[src/rtl/pipelined_reduce_unit.sv]
// Pipelined FANIN-ary reduction tree (OR/AND/XOR/NOR) with valid/ready flow control.
// Optional REDUCE_STATS_EN adds a saturating RESULT_CNT handshake counter.
module pipelined_reduce_unit #(
  parameter int WIDTH = 32,
  parameter int FANIN = 4
) (
  input  logic             CLK,
  input  logic             RSTN,
  input  logic             FLUSH,
  input  logic             IN_VALID,
  output logic             IN_READY,
  input  logic [WIDTH-1:0] IN_DATA,
  input  logic [1:0]       IN_OP,
  output logic             OUT_VALID,
  input  logic             OUT_READY,
  output logic             OUT_RESULT,
  output logic [1:0]       OUT_OP
`ifdef REDUCE_STATS_EN
  ,
  output logic [15:0]      RESULT_CNT
`endif
);

  function automatic int stage_w(int k);
    int w;
    w = WIDTH;
    for (int i = 0; i <= k; i++) w = (w + FANIN - 1) / FANIN;
    return w;
  endfunction

  function automatic int num_levels();
    int w, n;
    w = WIDTH;
    n = 0;
    while (w > 1) begin
      w = (w + FANIN - 1) / FANIN;
      n++;
    end
    return n;
  endfunction

  function automatic int stage_off(int k);
    int o;
    o = 0;
    for (int i = 0; i < k; i++) o += stage_w(i);
    return o;
  endfunction

  localparam int LEVELS = num_levels();
  localparam int TOT    = stage_off(LEVELS);

  logic                   rst_ok_q;
  logic [LEVELS-1:0]      vld_q, rdy, vin, ld;
  logic [LEVELS-1:0][1:0] op_q, opin;
  // All stage partial vectors packed back to back; last stage is the MSB.
  logic [TOT-1:0]         part_q, part_d, ld_bit;

  for (genvar k = 0; k < LEVELS; k++) begin : g_st
    localparam int WI   = (k == 0) ? WIDTH : stage_w(k - 1);
    localparam int WO   = stage_w(k);
    localparam int OO   = stage_off(k);
    localparam int PADW = WO * FANIN - WI;

    logic [WI-1:0]       src;
    logic [WO*FANIN-1:0] padded;
    logic [WO-1:0]       red;
    logic [FANIN-1:0]    grp;

    if (k == 0) begin : g_in
      assign src     = IN_DATA;
      assign vin[k]  = IN_VALID & IN_READY;
      assign opin[k] = IN_OP;
    end else begin : g_mid
      assign src     = part_q[stage_off(k - 1) +: WI];
      assign vin[k]  = vld_q[k - 1];
      assign opin[k] = op_q[k - 1];
    end

    // Ragged top node is filled with the op's identity (1 only for AND).
    if (PADW > 0) begin : g_pad
      assign padded = {{PADW{opin[k] == 2'b01}}, src};
    end else begin : g_nopad
      assign padded = src;
    end

    always_comb begin
      red = '0;
      grp = '0;
      for (int j = 0; j < WO; j++) begin
        grp = padded[j*FANIN +: FANIN];
        case (opin[k])
          2'b01:   red[j] = &grp;
          2'b10:   red[j] = ^grp;
          default: red[j] = |grp;
        endcase
      end
    end

    // A stage can advance unless it and every stage after it are full and stalled.
    assign rdy[k]             = OUT_READY | ~(&vld_q[LEVELS-1:k]);
    assign ld[k]              = rdy[k] & vin[k] & ~FLUSH;
    assign part_d[OO +: WO]   = red ^ {WO{(k == LEVELS - 1) && (opin[k] == 2'b11)}};
    assign ld_bit[OO +: WO]   = {WO{ld[k]}};
  end

  assign IN_READY   = rdy[0] & ~FLUSH & RSTN & rst_ok_q;
  assign OUT_VALID  = vld_q[LEVELS-1];
  assign OUT_OP     = op_q[LEVELS-1];
  assign OUT_RESULT = part_q[TOT-1];

  always_ff @(posedge CLK or negedge RSTN) begin
    if (!RSTN) begin
      rst_ok_q <= 1'b0;
      vld_q    <= '0;
      op_q     <= '0;
      part_q   <= '0;
    end else begin
      rst_ok_q <= 1'b1;
      vld_q    <= FLUSH ? '0 : ((vld_q & ~rdy) | (vin & rdy));
      for (int k = 0; k < LEVELS; k++)
        if (ld[k]) op_q[k] <= opin[k];
      for (int i = 0; i < TOT; i++)
        if (ld_bit[i]) part_q[i] <= part_d[i];
    end
  end

`ifdef REDUCE_STATS_EN
  logic [15:0] cnt_q;

  always_ff @(posedge CLK or negedge RSTN) begin
    if (!RSTN)
      cnt_q <= '0;
    else if (OUT_VALID && OUT_READY && cnt_q != 16'hFFFF)
      cnt_q <= cnt_q + 16'd1;
  end

  assign RESULT_CNT = cnt_q;
`endif

endmodule
[config.mk]
export PLATFORM = sky130hd
export DESIGN_NAME = pipelined_reduce_unit
export DESIGN_NICKNAME = d
export VERILOG_FILES = /design/src/rtl/pipelined_reduce_unit.sv
export SDC_FILE = /design/constraint.sdc
export NUM_CORES = 1
export LEC_CHECK = 0
export ABC_AREA = 1
export BUFFER_PORTS_ARGS = -buffer_cell sky130_fd_sc_hd__clkbuf_2
export CORE_MARGIN = 1
export CORE_UTILIZATION = 40
export DETAILED_ROUTE_END_ITERATION = 8
export SETUP_SLACK_MARGIN = 0.3
export SYNTH_ARGS = -nofsm -noshare
export SYNTH_HDL_FRONTEND = slang
export SYNTH_SLANG_ARGS = --single-unit
[constraint.sdc]
create_clock -name CLK -period 1.7 [get_ports CLK]
set_input_delay 0.255 -clock CLK [delete_from_list [all_inputs] [get_ports CLK]]
set_output_delay 0.255 -clock CLK [all_outputs]
set_load 0.01 [all_outputs]
==> results.sh <==
export IMPL_rr_startpoint="part_q[0]"
export IMPL_ir_drop_mv=0.292
export IMPL_gp_congestion=0.783
export IMPL_swShare_pct=35.5
export IMPL_clkLatencyLatePin_ns=0.26
export IMPL_crit_start="vld_q[2]"
export IMPL_post_route_drc_count=0
export IMPL_yosysSeqAreaShare_pct=25.0
export IMPL_drt_total_wl_um=3530
export IMPL_antenna_found_initial=0
export IMPL_min_path_type="in -> async"
export IMPL_clockBufferDepth=2
export IMPL_power_frac_comb_pct=41.2
export IMPL_final_setup_tns_ns=0
export IMPL_grt_pass1_vias=1555
export IMPL_num_vias=1787
export IMPL_drive_above_1_share_pct=18.8
export IMPL_max_cap_violations=0
export IMPL_startpoint_type="flip-flop"
export IMPL_power_leakage_uw=0.00152
export IMPL_postRouteAntennaNets=0
export IMPL_p_sw_uw=603
export IMPL_status="finished with violations"
export IMPL_syn_to_final_growth_pct=17.7
export IMPL_whs_ns=-0.00606
export IMPL_grt_total_usage_pct=13.4
export IMPL_cts_clk_slew_worst_paths_ns=0.08
export IMPL_dieArea_mm2=0.00556
export IMPL_synth_area_per_cell_um2=7.02
export IMPL_via_per_inst=4.30
export IMPL_clock_fmax_mhz=735
export IMPL_synth_seq_cells=21
export IMPL_setup_viol=0
export IMPL_clkSinkCount=21
export IMPL_cp_required_ns=1.44
export IMPL_path_max_fanout=3
export IMPL_synthCells=300
export IMPL_ios=44
export IMPL_n_antenna_cell=0
export IMPL_fill_cells=556
export IMPL_crit_type="reg -> out"
export IMPL_arrival_ns=1.10
export IMPL_grt_overflow=0
export IMPL_start_util_pct=41.5
export IMPL_die_x_um=74.6
export IMPL_p_clk_share_pct=19.1
export IMPL_port_buffers=43
export IMPL_r2r_cells=7
export IMPL_p_int_uw=1100
export IMPL_pwr_density_cell_mw_per_mm2=686
export IMPL_period_needed_ns=1.36
export IMPL_wire_per_inst_um=8.48
export IMPL_grt_max_degree=22
export IMPL_cts_buffers=3
export IMPL_die_h_um=74.6
export IMPL_hold_viol=21
export IMPL_synth_distinct_cells=22
export IMPL_grt_pass1_wl_um=6060
export IMPL_root_buffer="clkbuf_8"
export IMPL_synthesis_area_mm2=0.00211
export IMPL_dr_first_iter_drc_count=50
export IMPL_rows=26
export IMPL_drtPass1Iterations=4
export IMPL_syn_nets=388
export IMPL_finClkSkew_ns=0.00425
export IMPL_r2r_end="part_q[8]"
export IMPL_yosys_warnings=0
export IMPL_reg2reg_slack_ns=0.36
export IMPL_cp_end_kind="output pin"
export IMPL_rsz0062_at_grt="true"
export IMPL_fin_nets=435
export IMPL_cts_tree="done"
export IMPL_violations="negative hold slack"
export IMPL_power_frac_seq_pct=39.6
export IMPL_hpwl_um=2890
export IMPL_core_area_mm2=0.00507
export IMPL_fin_crit_sh_pct=80.0
export IMPL_maxSlewViolCount=0
export IMPL_cts_htree_levels=1
[Yosys cell counts]
cell,count,area (um^2)
a21oi_1,2,10.0
buf_2,2,10.0
buf_4,3,22.5
buf_6,1,11.3
conb_1,1,3.75
dfrtp_1,21,526
ha_1,49,613
inv_1,58,218
inv_2,3,11.3
nand2_1,84,315
nand2_2,1,6.26
nand3_1,16,80.1
nand3_4,1,17.5
nand3b_1,2,15.0
nand4_1,1,6.26
nor2_1,45,169
nor2_4,1,11.3
nor3_2,1,10.0
o21ai_0,2,10.0
o21ai_1,2,10.0
o21ai_2,2,17.5
or2_2,2,12.5
[logic make-up (layout without fill, tap and decap cells)]
logic type / Yosys count / after routing / synth area share, %
AO/OA/AOI/OAI: 8 / 8 / 2.26
adder cells (fa/ha/maj): 49 / 49 / 29.1
buffers and inverters: 67 / 113 / 13.0
flip-flops: 21 / 21 / 25.0
other: 1 / 1 / 0.178
AND/OR/NAND/NOR: 154 / 154 / 30.5
[cells in the final DEF, fill, tap and decap left out, types with 2 or more instances in the layout]
cell       n
nor2_1    45
buf_4      5
o21ai_0    2
inv_1     57
nand3_1   16
ha_4       2
nand3b_1   2
a21oi_1    2
o21ai_2    2
nand2_1   84
dfrtp_1   21
ha_1      47
clkbuf_2  43
o21ai_1    2
clkbuf_8   3
inv_2      3
[registers in the layout, indices dropped and copies added, names as in the netlist]
signal	count
OUT_OP	2
op_q	4
part_q	11
rst_ok_q	1
vld_q	3
[power by group through the flow]
| stage | Clock [uW] | Combinational (uW) | Sequential, uW |
|---|---|---|---|
| after global placement | 0 | 610 | 684 |
| after floorplan | 0 | 469 | 671 |
| after global routing | 349 | 836 | 689 |
| after detailed placement | 0 | 625 | 687 |
| final | 325 | 700 | 674 |
| after CTS | 332 | 628 | 677 |
[per-stage QoR]
stage / util (%) / worst slack (ns) / cells / instance area (um^2) / power (uW)
6_report: 48.8 / 0.340 / 416 / 2480 / 1700
5_1_grt: 48.8 / 0.257 / 416 / 2480 / 1870
4_1_cts: 47.6 / 0.321 / 412 / 2420 / 1640
3_5_place_dp: 46.7 / 0.203 / 408 / 2370 / 1310
3_3_place_gp: 46.7 / 0.233 / 408 / 2370 / 1290
2_1_floorplan: - / 0.421 / 300 / 2110 / 1140
[routing by layer]
metal  wire (um)  vias to the layer above  global-route usage (%)
li1            -                      984                       -
met5           0                        -                       0
met3         100                        0                    1.36
met1        1700                      776                    16.8
met2        1730                       27                    25.1
met4           0                        0                    1.89
[repair_timing]
| item | in CTS | in global routing |
|---|---|---|
| endpoints found under the setup margin | 0 | 7 |
| endpoints found under the hold margin | 0 | 0 |
| hold buffers | 0 | 0 |
| gates resized for setup | 0 | 4 |
| buffers inserted | 0 | 4 |
[final cells by class]
| type | instances | area, um^2 | area share [%] |
|---|---|---|---|
| Inverter | 61 | 233 | 9.39 |
| Timing Repair Buffer | 48 | 253 | 10.2 |
| Sequential cell | 21 | 526 | 21.2 |
| Tap cell | 70 | 87.6 | 3.53 |
| Clock buffer | 4 | 45.0 | 1.82 |
| Multi-Input combinational cell | 212 | 1340 | 53.9 |
[worst max-delay path by stage]
stage                endpoint  slack (ns)  depth (start not counted)
floorplan           part_q[8]        0.42                          7
global placement    part_q[4]        0.23                          9
detailed placement  part_q[3]        0.20                          9
CTS                  IN_READY        0.32                          4
global route         IN_READY        0.26                          4
finish               IN_READY        0.34                          4
[critical path: stages (launching register included)]
cell and delay, ns:
dfrtp_1 0.37, nand4_1 0.21, nand2_1 0.11, inv_1 0.04, clkbuf_2 0.11
Power figures use the tool's default switching activity.
